## src/rtl/mult_pkg.sv

```systemverilog
// Shared definitions for the multiplier / dot-product datapath: default widths,
// the accumulator FSM state type and a width-generic sign-extension helper.
package mult_pkg;

    localparam int DEF_PROD_W = 64;
    localparam int DEF_ACC_W  = 72;
    localparam int DEF_LEN_W  = 8;

    // Widest value the sign-extension helper handles; callers truncate to their width.
    localparam int EXT_W = 128;

    typedef enum logic [1:0] {
        IDLE  = 2'd0,
        ACCUM = 2'd1,
        HOLD  = 2'd2
    } acc_state_e;

    // Replicates bit from_w-1 of v across bits EXT_W-1..from_w.
    function automatic logic [EXT_W-1:0] sign_extend(input logic [EXT_W-1:0] v,
                                                      input int unsigned    from_w);
        int unsigned sh;
        sh = EXT_W - from_w;
        return $unsigned($signed(v << sh) >>> sh);
    endfunction

endpackage

```

## src/rtl/acc_adder_ovf.sv

```systemverilog
// W-bit two's-complement adder with signed-overflow flag; the sum always wraps.
module acc_adder_ovf #(
    parameter int W = 72
) (
    input  logic [W-1:0] a_i,
    input  logic [W-1:0] b_i,
    output logic [W-1:0] sum_o,
    output logic         ovf_o
);

    assign sum_o = a_i + b_i;
    // Overflow only when both operands agree in sign and the result does not.
    assign ovf_o = (a_i[W-1] == b_i[W-1]) && (sum_o[W-1] != a_i[W-1]);

endmodule

```

## src/rtl/dot_product_accumulator.sv

```systemverilog
// Sums a programmed number of signed products from the sequential multiplier and
// hands the dot-product result downstream over a valid/ready handshake.
module dot_product_accumulator
    import mult_pkg::*;
#(
    parameter int PROD_W = DEF_PROD_W,
    parameter int ACC_W  = DEF_ACC_W,
    parameter int LEN_W  = DEF_LEN_W
) (
    input  logic              clk,
    input  logic              reset,
    input  logic              en,
    input  logic              start,
    input  logic [LEN_W-1:0]  vec_len,
    input  logic [PROD_W-1:0] prod_in,
    input  logic              prod_valid,
    output logic [ACC_W-1:0]  sum_out,
    output logic              sum_valid,
    input  logic              sum_ready,
    output logic              busy,
    output logic [LEN_W-1:0]  count,
    output logic              drop_err,
    output logic              overflow
);

    acc_state_e        state_q, state_d;
    logic [ACC_W-1:0]  acc_q, acc_d;
    logic [LEN_W-1:0]  len_q, len_d;
    logic [LEN_W-1:0]  count_q, count_d;
    logic [ACC_W-1:0]  sum_q, sum_d;
    logic              sum_valid_q, sum_valid_d;
    logic              drop_err_q, drop_err_d;
    logic              ovf_q, ovf_d;

    logic [ACC_W-1:0]  prod_ext;
    logic [ACC_W-1:0]  add_sum;
    logic              add_ovf;
    logic [LEN_W-1:0]  count_inc;
    logic              accept_start;

    assign prod_ext  = ACC_W'(sign_extend(EXT_W'(prod_in), PROD_W));
    assign count_inc = count_q + LEN_W'(1);

    acc_adder_ovf #(.W(ACC_W)) u_adder (
        .a_i   (acc_q),
        .b_i   (prod_ext),
        .sum_o (add_sum),
        .ovf_o (add_ovf)
    );

    // A new run is taken from IDLE, or from HOLD in the same cycle the result is handed off.
    assign accept_start = en && start &&
                          ((state_q == IDLE) || ((state_q == HOLD) && sum_ready));

    always_comb begin
        // NOTE: every next-state signal defaults to its current value first, so no
        // branch below can leave one unassigned and infer a latch.
        state_d     = state_q;
        acc_d       = acc_q;
        len_d       = len_q;
        count_d     = count_q;
        sum_d       = sum_q;
        sum_valid_d = sum_valid_q;
        drop_err_d  = drop_err_q;
        ovf_d       = ovf_q;

        if (en) begin
            unique case (state_q)
                IDLE: begin
                    if (prod_valid) drop_err_d = 1'b1;
                end
                ACCUM: begin
                    if (prod_valid) begin
                        acc_d   = add_sum;
                        count_d = count_inc;
                        if (add_ovf) ovf_d = 1'b1;
                        if (count_inc == len_q) begin
                            sum_d       = add_sum;
                            sum_valid_d = 1'b1;
                            state_d     = HOLD;
                        end
                    end
                end
                HOLD: begin
                    if (prod_valid) drop_err_d = 1'b1;
                    if (sum_ready) begin
                        sum_valid_d = 1'b0;
                        state_d     = IDLE;
                    end
                end
                default: state_d = IDLE;
            endcase

            if (accept_start) begin
                acc_d   = '0;
                count_d = '0;
                ovf_d   = 1'b0;
                len_d   = vec_len;
                if (vec_len != '0) begin
                    sum_valid_d = 1'b0;
                    state_d     = ACCUM;
                end else begin
                    sum_d       = '0;
                    sum_valid_d = 1'b1;
                    state_d     = HOLD;
                end
            end
        end
    end

    // NOTE: sequential state uses non-blocking assignments only; the async reset
    // aborts any run in progress without emitting a partial sum.
    always_ff @(posedge clk or negedge reset) begin
        if (!reset) begin
            state_q     <= IDLE;
            acc_q       <= '0;
            len_q       <= '0;
            count_q     <= '0;
            sum_q       <= '0;
            sum_valid_q <= 1'b0;
            drop_err_q  <= 1'b0;
            ovf_q       <= 1'b0;
        end else begin
            state_q     <= state_d;
            acc_q       <= acc_d;
            len_q       <= len_d;
            count_q     <= count_d;
            sum_q       <= sum_d;
            sum_valid_q <= sum_valid_d;
            drop_err_q  <= drop_err_d;
            ovf_q       <= ovf_d;
        end
    end

    assign sum_out   = sum_q;
    assign sum_valid = sum_valid_q;
    assign busy      = (state_q == ACCUM);
    assign count     = count_q;
    assign drop_err  = drop_err_q;
    assign overflow  = ovf_q;

endmodule

```

## config.mk

```make
export PLATFORM = sky130hd
export DESIGN_NAME = dot_product_accumulator
export DESIGN_NICKNAME = d
export VERILOG_FILES = /design/src/rtl/mult_pkg.sv /design/src/rtl/acc_adder_ovf.sv /design/src/rtl/dot_product_accumulator.sv
export SDC_FILE = /design/constraint.sdc
export NUM_CORES = 1
export LEC_CHECK = 0
export BUFFER_PORTS_ARGS = -buffer_cell sky130_fd_sc_hd__buf_2
export CAP_MARGIN = 5
export CORE_UTILIZATION = 52
export DETAILED_ROUTE_END_ITERATION = 16
export PLACE_DENSITY = 0.84
export SKIP_LAST_GASP = 1
export SYNTH_ARGS = -nofsm -noshare
export SYNTH_HDL_FRONTEND = slang
export SYNTH_SLANG_ARGS = --single-unit
export TNS_END_PERCENT = 20
```

## constraint.sdc

```tcl
create_clock -name clk -period 3.5 [get_ports clk]
set_clock_uncertainty 0.2 [all_clocks]
set_input_delay 0 -clock clk [delete_from_list [all_inputs] [get_ports clk]]
set_output_delay 0 -clock clk [all_outputs]
set_load 0.03 [all_outputs]
```

## Word level (Yosys, flattened, before mapping)

Index checks and enable logic that the tools add are counted.

| word-level totals | value |
|---|---|
| word-level logic and storage cells | 64 |
| input bits | 78 |
| register bits | 165 |
| output and inout port bits | 84 |

| operators by class | value |
|---|---|
| mux-type cells | 27 |
| equal/unequal tests | 9 |
| add/subtract/negate cells | 2 |
| reduce and logical (&&, ||, !) cells | 18 |

Operators by type and width:

| cell | number |
|---|---|
| 72-bit 2-to-1 mux | 8 |
| 72-bit adder | 1 |
| 8-bit 2-to-1 mux | 3 |
| 2-bit 2-to-1 mux | 5 |
| 5-bit AND reduction | 2 |
| 1-bit 2-to-1 mux | 9 |
| 8-bit by 1-bit adder with 8-bit output (second input constant) | 1 |
| 8-bit == test | 1 |
| 8-bit nonzero test | 1 |
| 2-bit case mux with 3 select lines | 1 |
| 3-bit AND reduction | 2 |
| 2-bit nonzero test | 3 |
| 1-bit logical AND | 4 |
| 4-bit AND reduction | 1 |
| 3-bit by 1-bit inequality test with 1-bit output (second input constant) | 1 |
| 3-bit by 2-bit inequality test with 1-bit output (second input constant) | 1 |
| 3-bit inequality test (second input constant) | 1 |
| 3-bit nonzero test | 1 |
| 2-bit by 1-bit == test with 1-bit output (second input constant) | 1 |
| 2-bit == test (second input constant) | 1 |
| 2-bit zero test | 1 |
| 2-bit inequality test (second input constant) | 1 |
| 1-bit case mux with 2 select lines | 1 |
| 2-bit AND reduction | 1 |
| 4 further kinds | 4 |

## Depth between registers and ports, before layout

Gate-level depths: netlist of run 1.

| depth | value |
|---|---|
| depth in word-level cells | 7 |
| depth in mapped cells | 13 |

## By module

Synthesis of run 1 repeated with hierarchy kept, for this count alone.

| unflattened totals | value |
|---|---|
| cells, all modules | 1355 |
| area total of the unflattened synthesis | 12074.1 um^2 |

By module, submodules not included:

| module | area an instance (um^2) | seq. area each (um^2) | times used | cells an instance |
|---|---|---|---|---|
| dot_product_accumulator | 7443.4 | 4129.0 | 1 | 681 |
| acc_adder_ovf | 4630.7 | 0.0 | 1 | 674 |

## Least setup slack after synthesis of run 1

Ideal clock, no wire load.

| timing | value |
|---|---|
| kind | register to register |
| from | register acc_q[4] |
| to | register sum_q[68], in the netlist sum_out[68] |
| stages on the path, launching flop included | 13 |
| setup time | 0.121 ns |
| required time | 3.179 ns |
| path slack | -0.108 ns |
| buffers on the path | 0 |
| arrival | 3.287 ns |
| cells stage by stage | dfrtp_1 ha_1 and3_1 a221oi_2 or3_4 a2111oi_4 o2111ai_1 o41a_1 o31a_1 a31oi_4 a41oi_1 xnor2_1 a22o_1 |

| between the ends | value |
|---|---|
| word-level cells in the longest chain between the ends | 6 |

Ends and longest elaborated chain:

| item | line | text |
|---|---|---|
| from (decl) | dot_product_accumulator.sv:27 | `logic [ACC_W-1:0] acc_q, acc_d;` |
| from (signal assigned) | dot_product_accumulator.sv:116 | `acc_q <= '0;` |
| from (signal assigned) | dot_product_accumulator.sv:125 | `acc_q <= acc_d;` |
| 72-bit adder * | acc_adder_ovf.sv:11 | `assign sum_o = a_i + b_i;` |
| 72-bit 2-to-1 mux * | dot_product_accumulator.sv:77 | `if (count_inc == len_q) begin` |
| 72-bit 2-to-1 mux * | dot_product_accumulator.sv:73 | `if (prod_valid) begin` |
| 72-bit 2-to-1 mux * | dot_product_accumulator.sv:68 | `unique case (state_q)` |
| 72-bit 2-to-1 mux | dot_product_accumulator.sv:99 | `if (vec_len != '0) begin` |
| 72-bit 2-to-1 mux * | dot_product_accumulator.sv:94 | `if (accept_start) begin` |
| to (signal assigned) | dot_product_accumulator.sv:128 | `sum_q <= sum_d;` |
| to (decl) | dot_product_accumulator.sv:30 | `logic [ACC_W-1:0] sum_q, sum_d;` |

Every way passes the cells marked *; elsewhere a longest branch is shown, timed or not.
A chain may end at the register's enable or synchronous reset.

## Worst setup path after layout of run 1

| timing | value |
|---|---|
| from | register acc_q[0] |
| to | register sum_q[68], in the netlist sum_out[68] |

Same word-level chain as after synthesis.

==> PnR_summary.wiki, run 1 <==
{| class="wikitable"
! Metric !! Value
|-
| Post-Synthesis Net Count || 1352
|-
| Worst skew pair latency || 0.45 ns
|-
| Drt drc || 0
|-
| Clock network fraction of design power || 17.7%
|-
| Async set or reset register ratio after synthesis || 100%
|-
| Register area share after synthesis || 39.0%
|-
| CTS sink count || 165
|-
| CTS tree || yes
|-
| Failing checks || negative hold slack, negative setup slack
|-
| Diodes inserted || 0
|-
| Post-synth cell types || 64
|-
| Worst Setup Start Kind || register
|-
| List of most frequent post-synthesis cells || sky130_fd_sc_hd__nand2_1 (216), sky130_fd_sc_hd__dfrtp_1 (165), sky130_fd_sc_hd__a21oi_1 (82), sky130_fd_sc_hd__o21ai_0 (81), sky130_fd_sc_hd__ha_1 (72)
|-
| Critical Path End Type || register
|-
| Slew Limit Fails || 0
|-
| Die height || 145 um
|-
| Number of cells after detailed placement || 1642
|-
| Top cell type by total area after synthesis || sky130_fd_sc_hd__dfrtp_1
|-
| Net Sw Frac || 44.6%
|-
| Largest net degree at the start of global routing || 90
|-
| Count of final hold-check violations || 4
|-
| Number of input and output port buffers inserted || 161
|-
| Antenna violations before repair || 0
|-
| Part of the total power dissipated in combinational logic || 55.9%
|-
| Net load switching power || 5.34 mW
|-
| Clk buf depth || 2
|-
| Initial cell density of the core || 53.7%
|-
| Internal power consumption || 6.63 mW
|-
| Critical setup path kind || reg -> reg
|-
| Final Routed Wirelength || 32.9 mm
|-
| Startpoint of the worst register-to-register path || acc_q[0]
|-
| Setup slack of the critical path after layout || -0.113 ns
|-
| Most frequently used cell type in the post-synthesis netlist || sky130_fd_sc_hd__nand2_1
|-
| Number of standard cells in the layout, taps in and fillers out || 1734
|-
| Setup repair after global routing missed its margin || yes
|-
| Relative contribution of sequential cells to total power || 26.4%
|-
| Depth of the worst register-to-register path || 13
|-
| Clock root cell || sky130_fd_sc_hd__clkbuf_16
|-
| GRT Residual Overflow || 0
|-
| Required @ worst endpoint || 3.64 ns
|-
| Final nets || 1608
|-
| Die boundary width || 145 um
|-
| DIE AREA || 0.0209 sq mm
|-
| Antenna Nets Post-Route || 0
|-
| Top-level I/O count || 162
|-
| Total number of vias || 10728
|-
| Core footprint || 0.0197 sq mm
|-
| Cell types occupying the most area after synthesis || sky130_fd_sc_hd__dfrtp_1 (39%), sky130_fd_sc_hd__ha_1 (8.5%), sky130_fd_sc_hd__nand2_1 (7.7%)
|-
| Worst rel slew slack || 44.3%
|-
| Most instantiated flip-flop cell in the synthesis netlist || sky130_fd_sc_hd__dfrtp_1
|-
| Reg-to-reg setup timing slack || -0.11 ns
|-
| Worst-path maximum fanout || 3
|-
| Number of synthesized flops with an enable pin || 0
|-
| Estimated wirelength of the detail-placed design || 21.3 mm
|-
| First-iteration detailed-routing DRC count || 935
|-
| Routed wirelength normalized by instance count || 19.0 um
|-
| First-pass GRT wire length || 51.1 mm
|-
| Power per unit of standard cell area || 872 mW/mm^2
|-
| Synthesized instance count || 1201
|-
| Synth Area per Inst || 8.81 sq um
|-
| Peak Freq || 0.277 GHz
|-
| Number of standard-cell rows in the floorplan || 51
|-
| Detailed-routing iteration count for the pre-antenna-repair pass || 5
|-
| Area of the mapped netlist || 0.0106 sq mm
|-
| HP Class || in -> async
|-
| Number of global-route vias before repair || 10254
|-
| Worst path arrival time || 3.75 ns
|-
| Final setup violation count || 13
|-
| Area share of the largest cell type after synthesis || 39.0%
|-
| Mean number of vias per cell || 6.19
|-
| Final cycle utilization of the critical path || 103%
|-
| Layout Area Growth over Synthesis || 29.8%
|-
| Yosys Warn Count || 0
|-
| Status || finished with violations
|-
| Final critical-path required period || 3.61 ns
|-
| Endpoint of the worst register-to-register path || sum_out[68]
|-
| All-layer global routing usage || 31.4%
|-
| Worst hold-check slack || -0.00904 ns
|-
| Share of final-layout standard cells stronger than drive strength 1 || 23.2%
|-
| Tightest Pin Transition || 0.835 ns
|-
| #FFs+latches synth || 165
|-
| Reported max-cap violation count || 0
|-
| Peak ir drop on the vdd network || 429 uV
|-
| Num CTS Buffers || 17
|-
| Final estimated routing congestion in global placement || 0.937
|-
| Leakage || 6.95 nW
|-
| Post-CTS clock slew at the launch and capture registers of the worst setup and hold paths || 0.06 ns
|-
| CTS HTree Levels || 4
|}
[worst max-delay path, stage by stage, from the launching register on]
cell	delay (ns)
sky130_fd_sc_hd__dfrtp_1	0.39
sky130_fd_sc_hd__ha_4	0.15
sky130_fd_sc_hd__fa_2	0.19
sky130_fd_sc_hd__a21o_1	0.16
sky130_fd_sc_hd__a221oi_2	0.08
sky130_fd_sc_hd__or3_4	0.38
sky130_fd_sc_hd__a2111oi_4	0.35
sky130_fd_sc_hd__o2111ai_2	0.16
sky130_fd_sc_hd__o41a_1	0.38
sky130_fd_sc_hd__o31a_1	0.31
sky130_fd_sc_hd__a31oi_4	0.20
sky130_fd_sc_hd__a41oi_2	0.15
sky130_fd_sc_hd__xnor2_1	0.18
sky130_fd_sc_hd__a22o_1	0.21
[logic make-up (layout without fill, tap and decap cells)]
family | after synthesis | after routing | synth area share (%)
flip-flops | 165 | 165 | 39.0
AO/OA/AOI/OAI | 387 | 387 | 25.3
AND/OR/NAND/NOR | 407 | 407 | 16.9
adder cells (fa/ha/maj) | 73 | 73 | 8.70
multiplexers | 3 | 3 | 0.296
XOR/XNOR | 82 | 82 | 6.79
buffers and inverters | 84 | 352 | 3.03
[routing by layer]
| layer | vias to the layer above | share of wire, % | track usage, % |
|---|---|---|---|
| li1 | 4864 | - | - |
| met1 | 5190 | 42 | 40.4 |
| met2 | 558 | 47 | 51.7 |
| met3 | 116 | 7.1 | 5.86 |
| met4 | 0 | 4.1 | 13.6 |
| met5 | - | 0 | 0 |
[how the worst max path moves through the flow]
stage                     startpoint           to  slack (ns)  cells past startpoint
after floorplan            acc_q[16]  sum_out[68]        0.01                     12
after global placement     acc_q[30]  sum_out[70]       -0.11                     15
after detailed placement    acc_q[6]  sum_out[68]       -0.15                     11
after CTS                   acc_q[3]  sum_out[59]       -0.09                     14
after global routing        acc_q[0]    acc_q[56]       -0.22                     14
final                       acc_q[0]  sum_out[68]       -0.11                     13
[repair_timing]
item                                    CTS  global route
hold endpoints to repair                141             0
buffers inserted                          4             6
pin swaps                                 7            16
resized for setup                        18            35
hold buffers                             52             0
endpoints found under the setup margin   43            57
[power groups by stage]
stage / clock [mW] / combinational (mW) / sequential, mW
2_1_floorplan: 0 / 3.49 / 3.89
3_3_place_gp: 0 / 6.00 / 3.12
3_5_place_dp: 0 / 6.14 / 3.14
4_1_cts: 2.13 / 6.34 / 3.13
5_1_grt: 2.22 / 7.23 / 3.25
6_report: 2.12 / 6.69 / 3.16
[sequential cells by signal, indices dropped and copies added (netlist names)]
| signal | cells |
|---|---|
| count | 8 |
| state_q | 2 |
| overflow | 1 |
| sum_out | 72 |
| len_q | 8 |
| acc_q | 72 |
| sum_valid | 1 |
| drop_err | 1 |
[cell usage in the layout (no fill, tap or decap), types with 5 or more instances in the layout]
| cell type | count |
|---|---|
| sky130_fd_sc_hd__nand2_1 | 213 |
| sky130_fd_sc_hd__dfrtp_1 | 165 |
| sky130_fd_sc_hd__buf_2 | 160 |
| sky130_fd_sc_hd__buf_4 | 89 |
| sky130_fd_sc_hd__a21oi_1 | 79 |
| sky130_fd_sc_hd__o21ai_0 | 77 |
| sky130_fd_sc_hd__a22o_1 | 70 |
| sky130_fd_sc_hd__ha_1 | 61 |
| sky130_fd_sc_hd__nand3_1 | 56 |
| sky130_fd_sc_hd__nor2_1 | 54 |
| sky130_fd_sc_hd__dlygate4sd3_1 | 52 |
| sky130_fd_sc_hd__a21o_1 | 44 |
| sky130_fd_sc_hd__xnor2_1 | 44 |
| sky130_fd_sc_hd__xor2_1 | 32 |
| sky130_fd_sc_hd__o21bai_1 | 21 |
| sky130_fd_sc_hd__nand4_1 | 19 |
| sky130_fd_sc_hd__inv_1 | 17 |
| sky130_fd_sc_hd__clkbuf_16 | 17 |
| sky130_fd_sc_hd__nor3_1 | 12 |
| sky130_fd_sc_hd__ha_4 | 11 |
| sky130_fd_sc_hd__a31oi_1 | 10 |
| sky130_fd_sc_hd__and3_1 | 9 |
| sky130_fd_sc_hd__a211oi_1 | 9 |
| sky130_fd_sc_hd__nand2b_1 | 8 |
| sky130_fd_sc_hd__nor2b_1 | 8 |
| sky130_fd_sc_hd__o21a_1 | 8 |
| sky130_fd_sc_hd__o2bb2ai_1 | 8 |
| sky130_fd_sc_hd__o211ai_1 | 5 |
| sky130_fd_sc_hd__a21boi_0 | 5 |
| sky130_fd_sc_hd__or3_1 | 5 |
| sky130_fd_sc_hd__bufinv_16 | 5 |
[cell type report]
cell class,instances,area [sq um]
well taps,265,332
repair buffers,304,2030
fillers,1439,5980
flip-flops and latches,165,4130
inverters,17,63.8
clock buffers,19,453
multi-input cells,952,6520
clock inverters,12,203
[through the flow]
step / power (mW) / setup TNS, ns / worst slack [ns] / cell area, sq um / utilization (%)
finish: 12.0 / -0.440 / -0.113 / 13700 / 69.7
detailed placement: 9.28 / -2.64 / -0.153 / 12200 / 61.7
CTS: 11.6 / -0.537 / -0.0892 / 13500 / 68.3
global route: 12.7 / -4.36 / -0.224 / 13700 / 69.7
global placement: 9.12 / -0.848 / -0.108 / 12200 / 61.7
floorplan: 7.38 / 0 / 0.0126 / 10600 / -
Note: power is estimated with default switching activity, not from simulation.
==> run 2, diff against run 1 <==
--- a/config.mk
+++ b/config.mk
@@ -7,11 +7,13 @@
 export LEC_CHECK = 0
 export BUFFER_PORTS_ARGS = -buffer_cell sky130_fd_sc_hd__buf_2
 export CAP_MARGIN = 5
-export CORE_UTILIZATION = 52
+export CORE_UTILIZATION = 54
 export DETAILED_ROUTE_END_ITERATION = 16
-export PLACE_DENSITY = 0.84
+export PLACE_DENSITY_LB_ADDON = 0.12
+export SETUP_SLACK_MARGIN = 0.3
 export SKIP_LAST_GASP = 1
 export SYNTH_ARGS = -nofsm -noshare
 export SYNTH_HDL_FRONTEND = slang
+export SYNTH_HIERARCHICAL = 1
 export SYNTH_SLANG_ARGS = --single-unit
 export TNS_END_PERCENT = 20
==> run 2 against run 1 <==
Sequential share of layout area decreased by 4.0 points. The flow finishes with violations (negative hold slack). Sequential power about the same. Utilization increased by 2.8 points.
==> PnR_summary.wiki, run 2 <==
{| class="wikitable"
! Metric !! Value
|-
| Status || finished with violations
|-
| Failing checks || negative hold slack
|-
| Most frequently used cell type in the post-synthesis netlist || sky130_fd_sc_hd__nand2_1
|-
| Final critical-path required period || 3.34 ns
|-
| Die boundary width || 152 um
|-
| Number of input and output port buffers inserted || 161
|-
| Drt drc || 0
|-
| CTS HTree Levels || 4
|-
| Register area share after synthesis || 34.2%
|-
| Setup slack of the critical path after layout || 0.161 ns
|-
| Worst-path maximum fanout || 3
|-
| Critical setup path kind || reg -> reg
|-
| Peak Freq || 0.299 GHz
|-
| Top-level I/O count || 162
|-
| Synth Area per Inst || 8.91 sq um
|-
| Yosys Warn Count || 6
|-
| GRT Residual Overflow || 0
|-
| Critical Path End Type || register
|-
| Power per unit of standard cell area || 906 mW/mm^2
|-
| Peak ir drop on the vdd network || 423 uV
|-
| Leakage || 7.83 nW
|-
| First-pass GRT wire length || 55.0 mm
|-
| Final Routed Wirelength || 35.9 mm
|-
| Area share of the largest cell type after synthesis || 34.2%
|-
| DP Worst Slack || 0.00488 ns
|-
| Most instantiated flip-flop cell in the synthesis netlist || sky130_fd_sc_hd__dfrtp_1
|-
| Estimated wirelength of the detail-placed design || 23.6 mm
|-
| Initial cell density of the core || 55.2%
|-
| Top cell type by total area after synthesis || sky130_fd_sc_hd__dfrtp_1
|-
| Final nets || 1782
|-
| Number of synthesized flops with an enable pin || 0
|-
| Number of fillers in the final layout || 1674
|-
| Area of the mapped netlist || 0.0121 sq mm
|-
| TNS Setup || 0 ns
|-
| Mean number of vias per cell || 5.88
|-
| Final setup violation count || 0
|-
| Post-Synthesis Net Count || 1506
|-
| Async set or reset register ratio after synthesis || 100%
|-
| DIE AREA || 0.0230 sq mm
|-
| Share of final-layout standard cells stronger than drive strength 1 || 29.9%
|-
| Num CTS Buffers || 17
|-
| Diodes inserted || 0
|-
| Setup repair after global routing missed its margin || yes
|-
| Routed wirelength normalized by instance count || 18.7 um
|-
| Worst path arrival time || 3.46 ns
|-
| Final cycle utilization of the critical path || 95.4%
|-
| Antenna violations before repair || 0
|-
| Most frequent cells in the layout || sky130_fd_sc_hd__nand2_1 (239), sky130_fd_sc_hd__dfrtp_1 (165), sky130_fd_sc_hd__buf_2 (160), sky130_fd_sc_hd__buf_4 (92), sky130_fd_sc_hd__nand3_1 (89)
|-
| Worst rel slew slack || 33.9%
|-
| Worst skew pair latency || 0.44 ns
|-
| Required @ worst endpoint || 3.62 ns
|-
| First-iteration detailed-routing DRC count || 648
|-
| List of most frequent post-synthesis cells || sky130_fd_sc_hd__nand2_1 (244), sky130_fd_sc_hd__dfrtp_1 (165), sky130_fd_sc_hd__a21oi_1 (93), sky130_fd_sc_hd__nand3_1 (93), sky130_fd_sc_hd__nor2b_1 (80)
|-
| Layout Area Growth over Synthesis || 31.4%
|-
| Reported max-cap violation count || 0
|-
| Slew Limit Fails || 0
|-
| Worst Setup Start Kind || register
|-
| Clock root cell || sky130_fd_sc_hd__clkbuf_16
|-
| Tightest Pin Transition || 0.991 ns
|-
| Cell types occupying the most area after synthesis || sky130_fd_sc_hd__dfrtp_1 (34%), sky130_fd_sc_hd__mux2_4 (8.6%), sky130_fd_sc_hd__nand2_1 (7.6%)
|-
| Design Power || 14.4 mW
|-
| CTS tree || yes
|-
| Detailed-routing iteration count for the pre-antenna-repair pass || 5
|-
| Die height || 152 um
|-
| Number of global-route vias before repair || 10914
|-
| CTS sink count || 165
|-
| Count of final hold-check violations || 10
|-
| Largest net degree at the start of global routing || 85
|-
| All-layer global routing usage || 30.6%
|-
| Post-synth cell types || 88
|-
| Clk buf depth || 2
|-
| Final estimated routing congestion in global placement || 0.939
|-
| Number of standard-cell rows in the floorplan || 54
|-
| Final Util || 72.5%
|-
| Core footprint || 0.0219 sq mm
|-
| #FFs+latches synth || 165
|-
| HP Class || in -> reg
|-
| Antenna Nets Post-Route || 0
|-
| Synthesized instance count || 1355
|-
| Total number of vias || 11313
|-
| Most common cell after layout, fill and taps aside || sky130_fd_sc_hd__nand2_1
|-
| Post-CTS clock slew at the launch and capture registers of the worst setup and hold paths || 0.07 ns
|-
| Worst hold-check slack || -0.0174 ns
|}
==> run 2: cell types whose count changed after synthesis, moves of 11 or more <==
cell and delta:
sky130_fd_sc_hd__clkbuf_1 -14, sky130_fd_sc_hd__nor2_1 -12, sky130_fd_sc_hd__mux2_4 +69, sky130_fd_sc_hd__nand2_1 +28, sky130_fd_sc_hd__nor2b_1 +72, sky130_fd_sc_hd__o21ai_0 -30, sky130_fd_sc_hd__buf_6 +11, sky130_fd_sc_hd__a21oi_1 +11
sky130_fd_sc_hd__nand3_1 +35, sky130_fd_sc_hd__a21o_1 -19, sky130_fd_sc_hd__a22o_1 -68
==> run 2: cell type report <==
| class | count | area, sq um | area share [%] |
|---|---|---|---|
| Tap cell | 280 | 350 | 2.21 |
| Inverter | 25 | 93.8 | 0.592 |
| Multi-Input combinational cell | 1088 | 8340 | 52.5 |
| Sequential cell | 165 | 4130 | 26.0 |
| Clock inverter | 15 | 169 | 1.06 |
| Clock buffer | 17 | 425 | 2.68 |
| Timing Repair Buffer | 334 | 2360 | 14.9 |
==> run 2: report_power, final <==
group          internal (mW)  switching, mW  leakage, nW  total [mW]
clock network           1.08          0.896        0.295        1.97
logic                   4.04           5.22         5.40        9.27
registers               2.61          0.523         2.14        3.13
==> run 2: timing repair <==
action	CTS	global route
setup buffers	14	22
pin swaps	23	45
resized for setup	40	105
endpoints found under the setup margin	59	73
endpoints found under the hold margin	165	0
hold buffers	71	0
==> run 2: cells by family (layout without fill, tap and decap cells) <==
group                      after synthesis  after routing  share of synthesized area [%]
AOI/OAI and AO/OA                      308            308                           17.3
xor gates and xnor gates                75             75                           5.55
adders and majority gates               73             73                           7.63
buffers and inverters                  102            391                           4.23
DFF                                    165            165                           34.2
muxes                                   74             74                           9.03
and+or+nand+nor                        558            558                           22.1
==> run 2: metal layers <==
metal	vias up	track usage, %	part of all wire, %	wire [um]
met1	5446	40.0	44	15700
met5	-	0	0	0
li1	5382	-	-	-
met2	401	52.2	49	17600
met3	84	3.59	4.4	1590
met4	0	10.6	2.9	1040
==> run 2: worst paths after layout <==
kind / start / to / slack [ns] / cells past startpoint
setup / recovery: acc_q[0] / sum_out[22] / 0.16 / 12
hold / removal: prod_in[61] / acc_q[61] / -0.02 / 5
setup reg to reg: acc_q[0] / sum_out[22] / 0.16 / 12
hold reg to reg: len_q[2] / len_q[2] / 0.30 / 2
max in group asynchronous: reset / sum_out[28] / 2.16 / 3
min in group asynchronous: reset / sum_out[4] / -0.01 / 2
==> run 2: stage by stage <==
stage / std cells / hold WS, ns / instance area (sq um)
after detailed placement: 1785 / -0.0657 / 13400
after global placement: 1785 / -0.0599 / 13400
after CTS: 1902 / 0.00624 / 15100
after global routing: 1924 / 0.0237 / 15900
final: 1924 / -0.0174 / 15900
after floorplan: 1355 / -0.496 / 12100
==> run 2: critical path, stage by stage, from the launching register on <==
cell and delay [ns]:
sky130_fd_sc_hd__dfrtp_1 0.39, sky130_fd_sc_hd__ha_2 0.21, sky130_fd_sc_hd__fa_2 0.35, sky130_fd_sc_hd__a21o_1 0.19, sky130_fd_sc_hd__a31o_4 0.25, sky130_fd_sc_hd__a32oi_4 0.25, sky130_fd_sc_hd__buf_4 0.15, sky130_fd_sc_hd__nor2_1 0.04
sky130_fd_sc_hd__or3_4 0.40, sky130_fd_sc_hd__buf_4 0.17, sky130_fd_sc_hd__a21oi_1 0.17, sky130_fd_sc_hd__xnor2_1 0.16, sky130_fd_sc_hd__mux2_4 0.30
==> run 3, diff against run 2 <==
==> constraint.sdc (replaced) <==
create_clock -name clk -period 2.71 [get_ports clk]
set_clock_uncertainty 0.2 [all_clocks]
set_input_delay 0 -clock clk [delete_from_list [all_inputs] [get_ports clk]]
set_output_delay 0 -clock clk [all_outputs]
set_load 0.03 [all_outputs]
==> run 3 against run 2 <==
The flow finishes with violations (negative hold slack, negative setup slack). Total power is 43% higher. Fmax is 3.9% lower. Worst hold slack better by 0.011 ns. Register-to-register slack worse by 0.92 ns. Sequential share of layout area is 1.9 points lower. Largest cell class unchanged. Highest routed layer unchanged.
==> PnR_summary.wiki, run 3 (same netlist as run 2, synthesis figures left out) <==
{| class="wikitable"
! Metric !! Value
|-
| Status || finished with violations
|-
| Failing checks || negative hold slack, negative setup slack
|-
| Worst skew pair latency || 0.44 ns
|-
| Die height || 152 um
|-
| Most common cell after layout, fill and taps aside || sky130_fd_sc_hd__buf_4
|-
| Post-CTS clock slew at the launch and capture registers of the worst setup and hold paths || 0.07 ns
|-
| Leakage || 8.68 nW
|-
| Share of final-layout standard cells stronger than drive strength 1 || 37.3%
|-
| HP Class || in -> reg
|-
| TNS Setup || -47.99 ns
|-
| Post-cts hold buffer count || 59
|-
| Startpoint of the worst register-to-register path || acc_q[18]
|-
| Final cycle utilization of the critical path || 128%
|-
| Non-Filler Cell Area, Final || 0.0171 sq mm
|-
| Final critical-path required period || 3.47 ns
|-
| Setup repair after global routing missed its margin || yes
|-
| Critical Path End Type || register
|-
| Top Usage Layer GRT || met2
|-
| Antenna Nets Post-Route || 0
|-
| Estimated wirelength of the detail-placed design || 25.3 mm
|-
| Peak ir drop on the vdd network || 667 uV
|-
| CTS HTree Levels || 4
|-
| Reported max-cap violation count || 0
|-
| Tightest Pin Transition || 1.01 ns
|-
| Setup slack of the critical path after layout || -0.764 ns
|-
| Final setup violation count || 112
|-
| Worst-path maximum fanout || 4
|-
| Layout Area Growth over Synthesis || 41.5%
|-
| Final nets || 1950
|-
| Number of cells on the worst hold path || 6
|-
| All-layer global routing usage || 33.0%
|-
| Number of standard-cell rows in the floorplan || 54
|-
| Top-level I/O count || 162
|-
| Fraction of met1 tracks used by global routing || 43.3%
|-
| Most frequent cells in the layout || sky130_fd_sc_hd__buf_4 (256), sky130_fd_sc_hd__nand2_1 (237), sky130_fd_sc_hd__dfrtp_1 (165), sky130_fd_sc_hd__buf_2 (160), sky130_fd_sc_hd__nand3_1 (89)
|-
| Number of input and output port buffers inserted || 161
|-
| Hold Path End || acc_q[40]
|-
| DIE AREA || 0.0230 sq mm
|-
| Die boundary width || 152 um
|-
| Initial cell density of the core || 55.2%
|-
| Worst hold-check slack || -0.00639 ns
|-
| Final Routed Wirelength || 38.6 mm
|-
| Reg-to-reg setup timing slack || -0.76 ns
|-
| Core footprint || 0.0219 sq mm
|-
| Worst path arrival time || 3.60 ns
|-
| Design Power || 20.6 mW
|-
| Worst rel slew slack || 32.4%
|-
| Depth of the worst register-to-register path || 13
|-
| GRT Residual Overflow || 0
|-
| CTS tree || yes
|-
| Power per unit of standard cell area || 1210 mW/mm^2
|-
| CTS sink count || 165
|-
| Antenna violations before repair || 0
|-
| Critical path origin || acc_q[18]
|-
| Placed Instance Area || 0.0149 sq mm
|-
| Detailed-routing iteration count for the pre-antenna-repair pass || 5
|-
| Endpoint of the worst register-to-register path || sum_out[65]
|-
| Final estimated routing congestion in global placement || 0.926
|-
| Global-route track usage on met3 || 3.83%
|-
| Worst Setup Start Kind || register
|-
| Routed wirelength normalized by instance count || 18.5 um
|-
| Diodes inserted || 0
|-
| Total number of vias || 12146
|-
| Met2 Resource Use GR || 56.4%
|-
| Number of global-route vias before repair || 11810
|-
| First-iteration detailed-routing DRC count || 895
|-
| Peak Freq || 0.288 GHz
|-
| Largest net degree at the start of global routing || 84
|-
| Clock root cell || sky130_fd_sc_hd__clkbuf_16
|-
| Drt drc || 0
|-
| Num CTS Buffers || 17
|-
| First-pass GRT wire length || 59.3 mm
|-
| Critical hold path startpoint || prod_in[40]
|-
| Critical setup path kind || reg -> reg
|-
| Slew Limit Fails || 0
|-
| Required @ worst endpoint || 2.83 ns
|-
| Clk buf depth || 2
|-
| Count of final hold-check violations || 2
|-
| Mean number of vias per cell || 5.81
|}
-- run 3: cell count changes in the layout (fill, tap and decap cells not counted), sizes merged --
cell | before | now
buf | 263 | 443
clkinv | 4 | 6
bufinv | 2 | 1
inv | 33 | 29
clkbuf | 17 | 20
dlygate4sd3 | 71 | 59
-- run 3: worst max path at each step --
stage | end | slack (ns) | depth (start not counted)
5_1_grt | sum_out[65] | -0.82 | 11
6_report | sum_out[65] | -0.76 | 13
3_3_place_gp | sum_out[64] | -0.67 | 11
2_1_floorplan | sum_out[52] | -0.43 | 12
3_5_place_dp | sum_out[64] | -0.83 | 11
4_1_cts | sum_out[68] | -0.69 | 13
-- run 3: layout make-up --
| class | instances | area (sq um) |
|---|---|---|
| multi-input cells | 1088 | 8270 |
| fillers | 1478 | 4810 |
| clock inverters | 12 | 120 |
| clock buffers | 20 | 447 |
| well taps | 280 | 350 |
| repair buffers | 502 | 3670 |
| flip-flops and latches | 165 | 4130 |
| inverters | 25 | 93.8 |
-- run 3: per-layer routing --
layer	share of wire [%]	routed length [um]
met1	44	16900
met5	0	0
met3	5.1	1950
met4	2.8	1100
met2	48	18700
-- run 3: repair_timing --
item                                   CTS  global route
endpoints found under the hold margin  217             1
gates resized for setup                 75            58
pin swaps                               47            32
setup endpoints to repair              135           143
buffers inserted                        19            11
-- run 3: critical path, cell delays in order (launching register included) --
cell,delay [ns]
sky130_fd_sc_hd__dfrtp_1,0.41
sky130_fd_sc_hd__ha_4,0.28
sky130_fd_sc_hd__buf_6,0.11
sky130_fd_sc_hd__a21oi_4,0.06
sky130_fd_sc_hd__buf_6,0.11
sky130_fd_sc_hd__o211ai_1,0.30
sky130_fd_sc_hd__a21oi_2,0.12
sky130_fd_sc_hd__o41a_1,0.45
sky130_fd_sc_hd__a31oi_4,0.24
sky130_fd_sc_hd__a21oi_4,0.14
sky130_fd_sc_hd__o211ai_4,0.32
sky130_fd_sc_hd__nand4_1,0.17
sky130_fd_sc_hd__o311a_4,0.16
sky130_fd_sc_hd__mux2_4,0.27
-- run 3: power breakdown --
group          total (mW)  internal (mW)  leakage (nW)  switching [mW]
clock network        2.46           1.31         0.277            1.15
registers            3.98           3.37          2.14           0.614
logic                14.2           6.78          6.27            7.38
-- run 3: through the flow --
stage	setup slack, ns	util, %	std cells
2_1_floorplan	-0.427	-	1355
3_3_place_gp	-0.666	68.1	1971
3_5_place_dp	-0.830	68.1	1971
4_1_cts	-0.685	76.1	2081
5_1_grt	-0.819	78.0	2092
6_report	-0.764	78.0	2092
